===== config.mk =====
export PLATFORM = sky130hd
export DESIGN_NAME = uart_tx_arbiter
export DESIGN_NICKNAME = d
export VERILOG_FILES = /design/src/rtl/uart_tx_arbiter.sv
export SDC_FILE = /design/constraint.sdc
export NUM_CORES = 1
export LEC_CHECK = 0
export CORE_MARGIN = 4
export CORE_UTILIZATION = 37
export CTS_CLUSTER_SIZE = 10
export DETAILED_ROUTE_END_ITERATION = 10
export PLACE_DENSITY = 0.73
export SLEW_MARGIN = 20
export SYNTH_ARGS = -nofsm -noshare
export SYNTH_HDL_FRONTEND = slang
export SYNTH_SLANG_ARGS = --single-unit
export TNS_END_PERCENT = 50

===== constraint.sdc =====
create_clock -name i_clk -period 3.46 [get_ports i_clk]
set_input_delay 0.519 -clock i_clk [delete_from_list [all_inputs] [get_ports i_clk]]
set_output_delay 0.519 -clock i_clk [all_outputs]
set_load 0.02 [all_outputs]

===== src/rtl/uart_tx_arbiter.sv =====
// uart_tx_arbiter
//   Shares a single UART transmitter among NUM_REQ byte-stream requesters.
//   Requesters are chosen round-robin. Once chosen, a requester keeps the
//   transmitter until it sends a byte flagged as last. Each byte goes through
//   the transmitter's start/ready handshake before the next byte is taken.
//
// Requester handshake (valid/ready):
//   A requester raises i_req_valid[k] with i_req_data/i_req_last and holds all
//   three unchanged until it sees o_req_ready[k]. The byte is taken in the one
//   cycle in which o_req_ready[k] is high. The requester may then present its
//   next byte or drop valid. o_req_ready has at most one bit set, and only in
//   LAUNCH.
//
// Transmitter handshake:
//   o_tx_start pulses for one cycle with o_tx_data valid. The transmitter
//   drops i_tx_ready while it shifts and raises it again when it is idle.
//
// Ports:
//   i_clk, i_rst    clock; asynchronous active-high reset
//   i_req_valid     per-requester byte available
//   i_req_data      byte of requester k at [8k+7:8k]
//   i_req_last      byte is the last of its packet
//   o_req_ready     one-hot accept pulse
//   o_grant         one-hot current owner; zero when unowned
//   o_tx_data       byte to the transmitter, held from launch to next launch
//   o_tx_start      single-cycle transmit strobe
//   i_tx_ready      transmitter idle (1) / shifting (0)
//   o_busy          FSM not in IDLE
//   o_err_timeout   sticky: transmitter never acknowledged a launch
//   o_state         debug view of the FSM state (IDLE=0, LAUNCH=1,
//                   WAIT_ACK=2, WAIT_DONE=3)
module uart_tx_arbiter #(
  parameter int NUM_REQ     = 4,
  parameter int ACK_TIMEOUT = 4
) (
  input  logic                 i_clk,
  input  logic                 i_rst,
  input  logic [NUM_REQ-1:0]   i_req_valid,
  input  logic [8*NUM_REQ-1:0] i_req_data,
  input  logic [NUM_REQ-1:0]   i_req_last,
  output logic [NUM_REQ-1:0]   o_req_ready,
  output logic [NUM_REQ-1:0]   o_grant,
  output logic [7:0]           o_tx_data,
  output logic                 o_tx_start,
  input  logic                 i_tx_ready,
  output logic                 o_busy,
  output logic                 o_err_timeout,
  output logic [1:0]           o_state
);

  localparam int IDX_W = $clog2(NUM_REQ);
  localparam int CNT_W = $clog2(ACK_TIMEOUT + 1);
  localparam logic [IDX_W:0]     NUM_REQ_W = (IDX_W + 1)'(NUM_REQ);
  localparam logic [NUM_REQ-1:0] ONE_HOT0  = NUM_REQ'(1);

  typedef enum logic [1:0] {
    IDLE      = 2'd0,
    LAUNCH    = 2'd1,
    WAIT_ACK  = 2'd2,
    WAIT_DONE = 2'd3
  } state_t;

  state_t           state;
  logic [IDX_W-1:0] ptr;
  logic [IDX_W-1:0] owner;
  logic             locked;
  logic             last_flag;
  logic [CNT_W-1:0] cnt;

  // Candidate selection for IDLE. While a packet is open only the owner is
  // eligible; otherwise search from the pointer, wrapping modulo NUM_REQ.
  logic             found;
  logic [IDX_W-1:0] pick;
  logic [IDX_W:0]   cand;

  always_comb begin
    found = 1'b0;
    pick  = '0;
    cand  = '0;
    if (locked) begin
      found = i_req_valid[owner];
      pick  = owner;
    end else begin
      for (int i = 0; i < NUM_REQ; i++) begin
        cand = {1'b0, ptr} + (IDX_W + 1)'(i);
        if (cand >= NUM_REQ_W) cand = cand - NUM_REQ_W;
        if (!found && i_req_valid[cand[IDX_W-1:0]]) begin
          found = 1'b1;
          pick  = cand[IDX_W-1:0];
        end
      end
    end
  end

  logic [IDX_W-1:0] next_ptr;
  assign next_ptr = (owner == IDX_W'(NUM_REQ - 1)) ? '0 : owner + IDX_W'(1);

  always_ff @(posedge i_clk or posedge i_rst) begin
    if (i_rst) begin
      state         <= IDLE;
      ptr           <= '0;
      owner         <= '0;
      locked        <= 1'b0;
      last_flag     <= 1'b0;
      cnt           <= '0;
      o_grant       <= '0;
      o_req_ready   <= '0;
      o_tx_data     <= '0;
      o_tx_start    <= 1'b0;
      o_err_timeout <= 1'b0;
    end else begin
      case (state)
        IDLE: begin
          // Launch only into an idle transmitter, so o_tx_start never
          // coincides with i_tx_ready low.
          if (found && i_tx_ready) begin
            o_tx_data   <= i_req_data[8*pick +: 8];
            o_grant     <= ONE_HOT0 << pick;
            o_req_ready <= ONE_HOT0 << pick;
            o_tx_start  <= 1'b1;
            owner       <= pick;
            locked      <= 1'b1;
            last_flag   <= i_req_last[pick];
            state       <= LAUNCH;
          end
        end
        LAUNCH: begin
          o_tx_start  <= 1'b0;
          o_req_ready <= '0;
          cnt         <= '0;
          state       <= WAIT_ACK;
        end
        WAIT_ACK: begin
          if (!i_tx_ready) begin
            state <= WAIT_DONE;
          end else begin
            cnt <= cnt + CNT_W'(1);
            // The byte is treated as sent on timeout; there is no retry.
            if (cnt == CNT_W'(ACK_TIMEOUT - 1)) begin
              o_err_timeout <= 1'b1;
              state         <= WAIT_DONE;
            end
          end
        end
        WAIT_DONE: begin
          if (i_tx_ready) begin
            if (last_flag) begin
              locked  <= 1'b0;
              ptr     <= next_ptr;
              o_grant <= '0;
            end
            state <= IDLE;
          end
        end
        default: state <= IDLE;
      endcase
    end
  end

  assign o_busy  = (state != IDLE);
  assign o_state = state;

endmodule


Word-level counts from Yosys, hierarchy flattened
Cells that the tools add are included.
W data, S select, Z words.

cells by class
  add/subtract/negate cells = 9
  $mul = 0
  div/mod/pow operators = 0
  order comparisons = 10
  eq/ne operators = 10
  shift-type cells = 2
  muxes and demuxes = 51
  bitwise logic cells = 0
  reduce and logical (&&, ||, !) cells = 19

operators by type and width
  kind                   count
  $mux W2                18
  $shiftx A32 B6 Y8      1
  $lt A2 B3 Y1 const B   6
  $mux W1                17
  $pmux W4 S2            2
  $bmux W1 S2            6
  $mux W4                3
  $ge A3 B3 Y1 const B   3
  $reduce_and A3 Y1      3
  $ne A2 B2 Y1 const B   4
  $pmux W2 S4            1
  $reduce_bool A2 Y1     4
  $sub A2 B1 Y2 const B  4
  $add A2 B2 Y3 const B  2
  $eq A2 B2 Y1 const B   3
  $pmux W3 S2            1
  $reduce_and A2 Y1      3
  $logic_and A1 B1 Y1    4
  $pmux W1 S2            2
  $reduce_and A4 Y1      1
  $shl A1 B2 Y4 const A  1
  $add A2 B1 Y3 const B  1
  $add A3 B1 Y3 const B  1
  $eq A3 B2 Y1 const B   1
  7 further kinds        9

storage, ports and cells
  bits in registers = 29
  latch bits = 0
  bits in writable memories = 0
  memory bits (read-only) = 0
  input bits = 43
  output and inout port bits = 21
  word-level logic and storage cells = 112
  memories kept = 0

Longest topological paths before layout
  word-level depth = 22
  gate-level depth with buffers = 8

Worst setup path after synthesis
OpenSTA, ideal clock, no wires.

  kind = input port to flip-flop
  start = in i_req_valid[2]
  end = reg o_tx_data[4]
  library setup time = 0.126 ns
  data arrival time = 1.891 ns
  required time = 3.334 ns
  setup slack = 1.443 ns
  stages on the path = 7
  buffers on the path = 1
  path through = nor2b_1 > a2111oi_4 > or2_4 > mux2i_4 > buf_6 > a211oi_2 > o31ai_1

on the way
  word-level cells in the longest chain between the ends = 18

ends and longest elaborated chain
  element                                               line  RTL
  from (decl)                                           38    input logic [NUM_REQ-1:0] i_req_valid,
  branches (longest 18 deep; another with $bmux W1 S2)  --
  to (signal assigned)                                  117   o_tx_data <= i_req_data[8*pick +: 8];
  to (decl)                                             43    output logic [7:0] o_tx_data,

Parallel ways; which one is timed is not known. The select of a mux whose other input is x is not followed.
A chain may end at the register's enable or synchronous reset.

Final worst setup path
  start = in i_req_valid[3]
  end = reg o_tx_data[7]

The elaborated chain is that of the path after synthesis.

==> impl_metrics.tcl <==
set metrics [dict create \
    status "finished clean" \
    worstSetupStartpointType "input pin" \
    core-area_mm2 0.00557 \
    start_util_pct 38.4 \
    cts_sinks 29 \
    ys_ff_latch 29 \
    comb_power_share_pct 61.9 \
    cts_setup_buffers 0 \
    synth_cell_type_count 53 \
    grt_pass1_wl_um 9930 \
    p_clk_share_pct 14.2 \
    top_usage_layer "met2" \
    tns_ns 0 \
    worst_path_max_delay_cell "clkdlybuf4s50_1" \
    path_clk_slew_ns 0.06 \
    critPathBufInv 1 \
    synthCells 238 \
    die_x_um 84.1 \
    met1_usage_pct 24.0 \
    area_growth_syn_to_layout_pct 37.2 \
    dieHeight_um 84.1 \
    rows 27 \
    grt_max_degree 35 \
    num_antenna_cells 0 \
    wl_per_cell_um 15.8 \
    drcViolationCount 0 \
    synth_area_mm2 0.00214 \
    vias_per_cell 5.50 \
    drv_slew 0 \
    grt_antenna_before_repair 0 \
    synthArstFlopShare_pct 100 \
    top_level_ports 64 \
    drt_iter0_drc 126 \
    yosysWarnings 0 \
    path_cells "clkdlybuf4s50_1 > nor2_1 > a2111oi_4 > or2_4 > mux2i_4 > a211oi_1 > o31ai_1" \
    setup-violations-final 0 \
    drtPass1Iterations 4 \
    fin_nets 347 \
    tritoncts "built" \
    worstSkewPairLatency_ns 0.28 \
    synth_edf_count 0 \
    via_count 2034 \
    grtUsageMet2_pct 26.3 \
    cts_made_buffers 5 \
    grtUsageMet3_pct 2.76 \
    holdBufCountCts 0 \
    pre_cts_ws_ns 0.449 \
    critical_path_required_ns 3.61 \
    vdd_drop_max_mv 0.348 \
    io_buffers 63 \
    grt_usage_pct 17.0 \
    wl_um 5860 \
    overflow 0 \
    grt_pass1_vias 2016 \
    max_stage_delay_ns 0.61 \
    power_leakage_nw 1.19 \
    mappedNetlistNets 288 \
    syn_avg_cell_area_um2 9.00 \
    setup_slack_ns 0.690 \
    period_share_pct 80.1 \
    crit_arrival_ns 2.92 \
    clockBufferDepth 2 \
    cts_root_buf "clkbuf_8" \
    hp-class "reg -> reg" \
    fin_skew_ns 0.00366 \
    finalHoldViolCount 0 \
    drive_above_1_share_pct 10.7 \
    critPathTopFamily "compound AO/OA/AOI/OAI gates" \
    min_period_ns 2.77 \
    p_int_w 0.00141 \
    powerDensity_mw_per_mm2 874 \
    switchingPower_w 0.00116 \
    most-common-layout-cells "clkdlybuf4s50_1 (63), dfrtp_1 (29), nand2_1 (24)" \
    gp_congestion 0.938 \
    critPathCaptureType "flip-flop" \
    critical_path.max_fanout 16 \
    drv_cap 0 \
    max_slew_margin_pct 62.7 \
    rsz0062_at_grt "false" \
    synth-seq-area-share_pct 33.9 \
    seq_power_share_pct 23.9 \
    synthFlopType "dfrtp_1" \
    critical_path_class "in -> reg" \
    worst-slew-pin-transition_ns 0.548 \
    htree_levels 2 \
    final_common_cell "clkdlybuf4s50_1" \
    die_area_mm2 0.00707 \
    max_freq_mhz 361 \
    hpwl_um 4390 \
    switching_share_pct 45.1 \
    cts_resized 0 \
    detail-route-antenna-nets 0 \
]
[Yosys cell counts (2+ instances only)]
master	count	area, um^2
mux2_2	4	45.0
a211oi_2	2	25.0
o221ai_1	2	17.5
nor3_1	2	10.0
a22oi_1	8	60.1
nand3_1	9	45.0
a211oi_1	10	75.1
o32a_1	2	20.0
dfrtp_1	29	726
a2bb2oi_1	2	17.5
nand2b_1	2	12.5
nand2_1	24	90.1
a22o_1	4	35.0
o21a_1	3	22.5
clkbuf_1	11	41.3
buf_6	2	22.5
or3_1	2	12.5
nor2_1	17	63.8
mux4_2	2	45.0
buf_2	2	10.0
o21ai_0	15	75.1
a21oi_1	18	90.1
a211o_1	8	70.1
o31ai_1	10	75.1
inv_1	10	37.5
mux2i_1	2	20.0
nor2b_1	4	25.0
ha_1	7	87.6
[power by group through the flow]
stage	clock network [W]	logic [W]	registers, W
after floorplan	0	0.00100	0.000706
after global placement	0	0.00155	0.000609
after detailed placement	0	0.00158	0.000620
after CTS	0.000374	0.00159	0.000615
after global routing	0.000389	0.00174	0.000637
final	0.000364	0.00159	0.000613
[sequential cells by signal, indices dropped and copies added (netlist names), 2 cells and up]
register and flops:
o_tx_data 8, o_grant 4, owner 2, cnt 3, o_state 2, o_req_ready 4
ptr 2
[path summary, 6_finish.rpt]
| check | cells past startpoint | endpoint | slack, ns | start |
|---|---|---|---|---|
| worst max register to register | 6 | o_tx_data[7] | 1.06 | ptr[0] |
| max in group asynchronous | 3 | o_tx_start | 2.58 | i_rst |
| worst max-delay path | 7 | o_tx_data[7] | 0.69 | i_req_valid[3] |
| min in group asynchronous | 3 | o_tx_data[5] | 0.60 | i_rst |
| worst min register to register | 1 | o_err_timeout | 0.48 | o_err_timeout |
| worst min-delay path | 1 | o_err_timeout | 0.48 | o_err_timeout |
[cell type report]
type	count	area, um^2
multi-input cells	181	1290
clock inverters	1	30.0
well taps	72	90.1
repair buffers	69	676
fillers	529	2640
flip-flops and latches	29	726
clock buffers	7	86.3
inverters	11	41.3
[routing by layer]
| metal | wire (um) | up-vias |
|---|---|---|
| met2 | 2690 | 59 |
| met1 | 2780 | 963 |
| met3 | 299 | 7 |
| li1 | - | 1005 |
| met5 | 0 | - |
| met4 | 89 | 0 |
[stage by stage]
step	hold WS [ns]	power, W	std cells	util (%)	area (um^2)
after global routing	0.514	0.00277	370	52.7	2940
after floorplan	0.448	0.00171	238	-	2140
after global placement	0.458	0.00216	362	50.6	2820
final	0.477	0.00257	370	52.7	2940
after detailed placement	0.466	0.00220	362	50.6	2820
after CTS	0.484	0.00258	370	52.7	2940
[cells by family (layout without fill, tap and decap cells)]
kind of cell | after synthesis | after routing | share of synthesized area [%]
fa+ha+maj | 7 | 7 | 4.09
flops | 29 | 29 | 33.9
xor+xnor | 1 | 1 | 0.409
compound gates | 96 | 96 | 33.5
simple gates | 67 | 67 | 15.5
mux | 10 | 10 | 6.72
buf+inv | 28 | 88 | 5.90
[worst register-to-register path, stage by stage (launching register included)]
cell	delay, ns
dfrtp_1	0.48
inv_2	0.09
a2111oi_4	0.60
or2_4	0.32
mux2i_4	0.20
a211oi_1	0.44
o31ai_1	0.14
(Power assumes the default switching activity.)
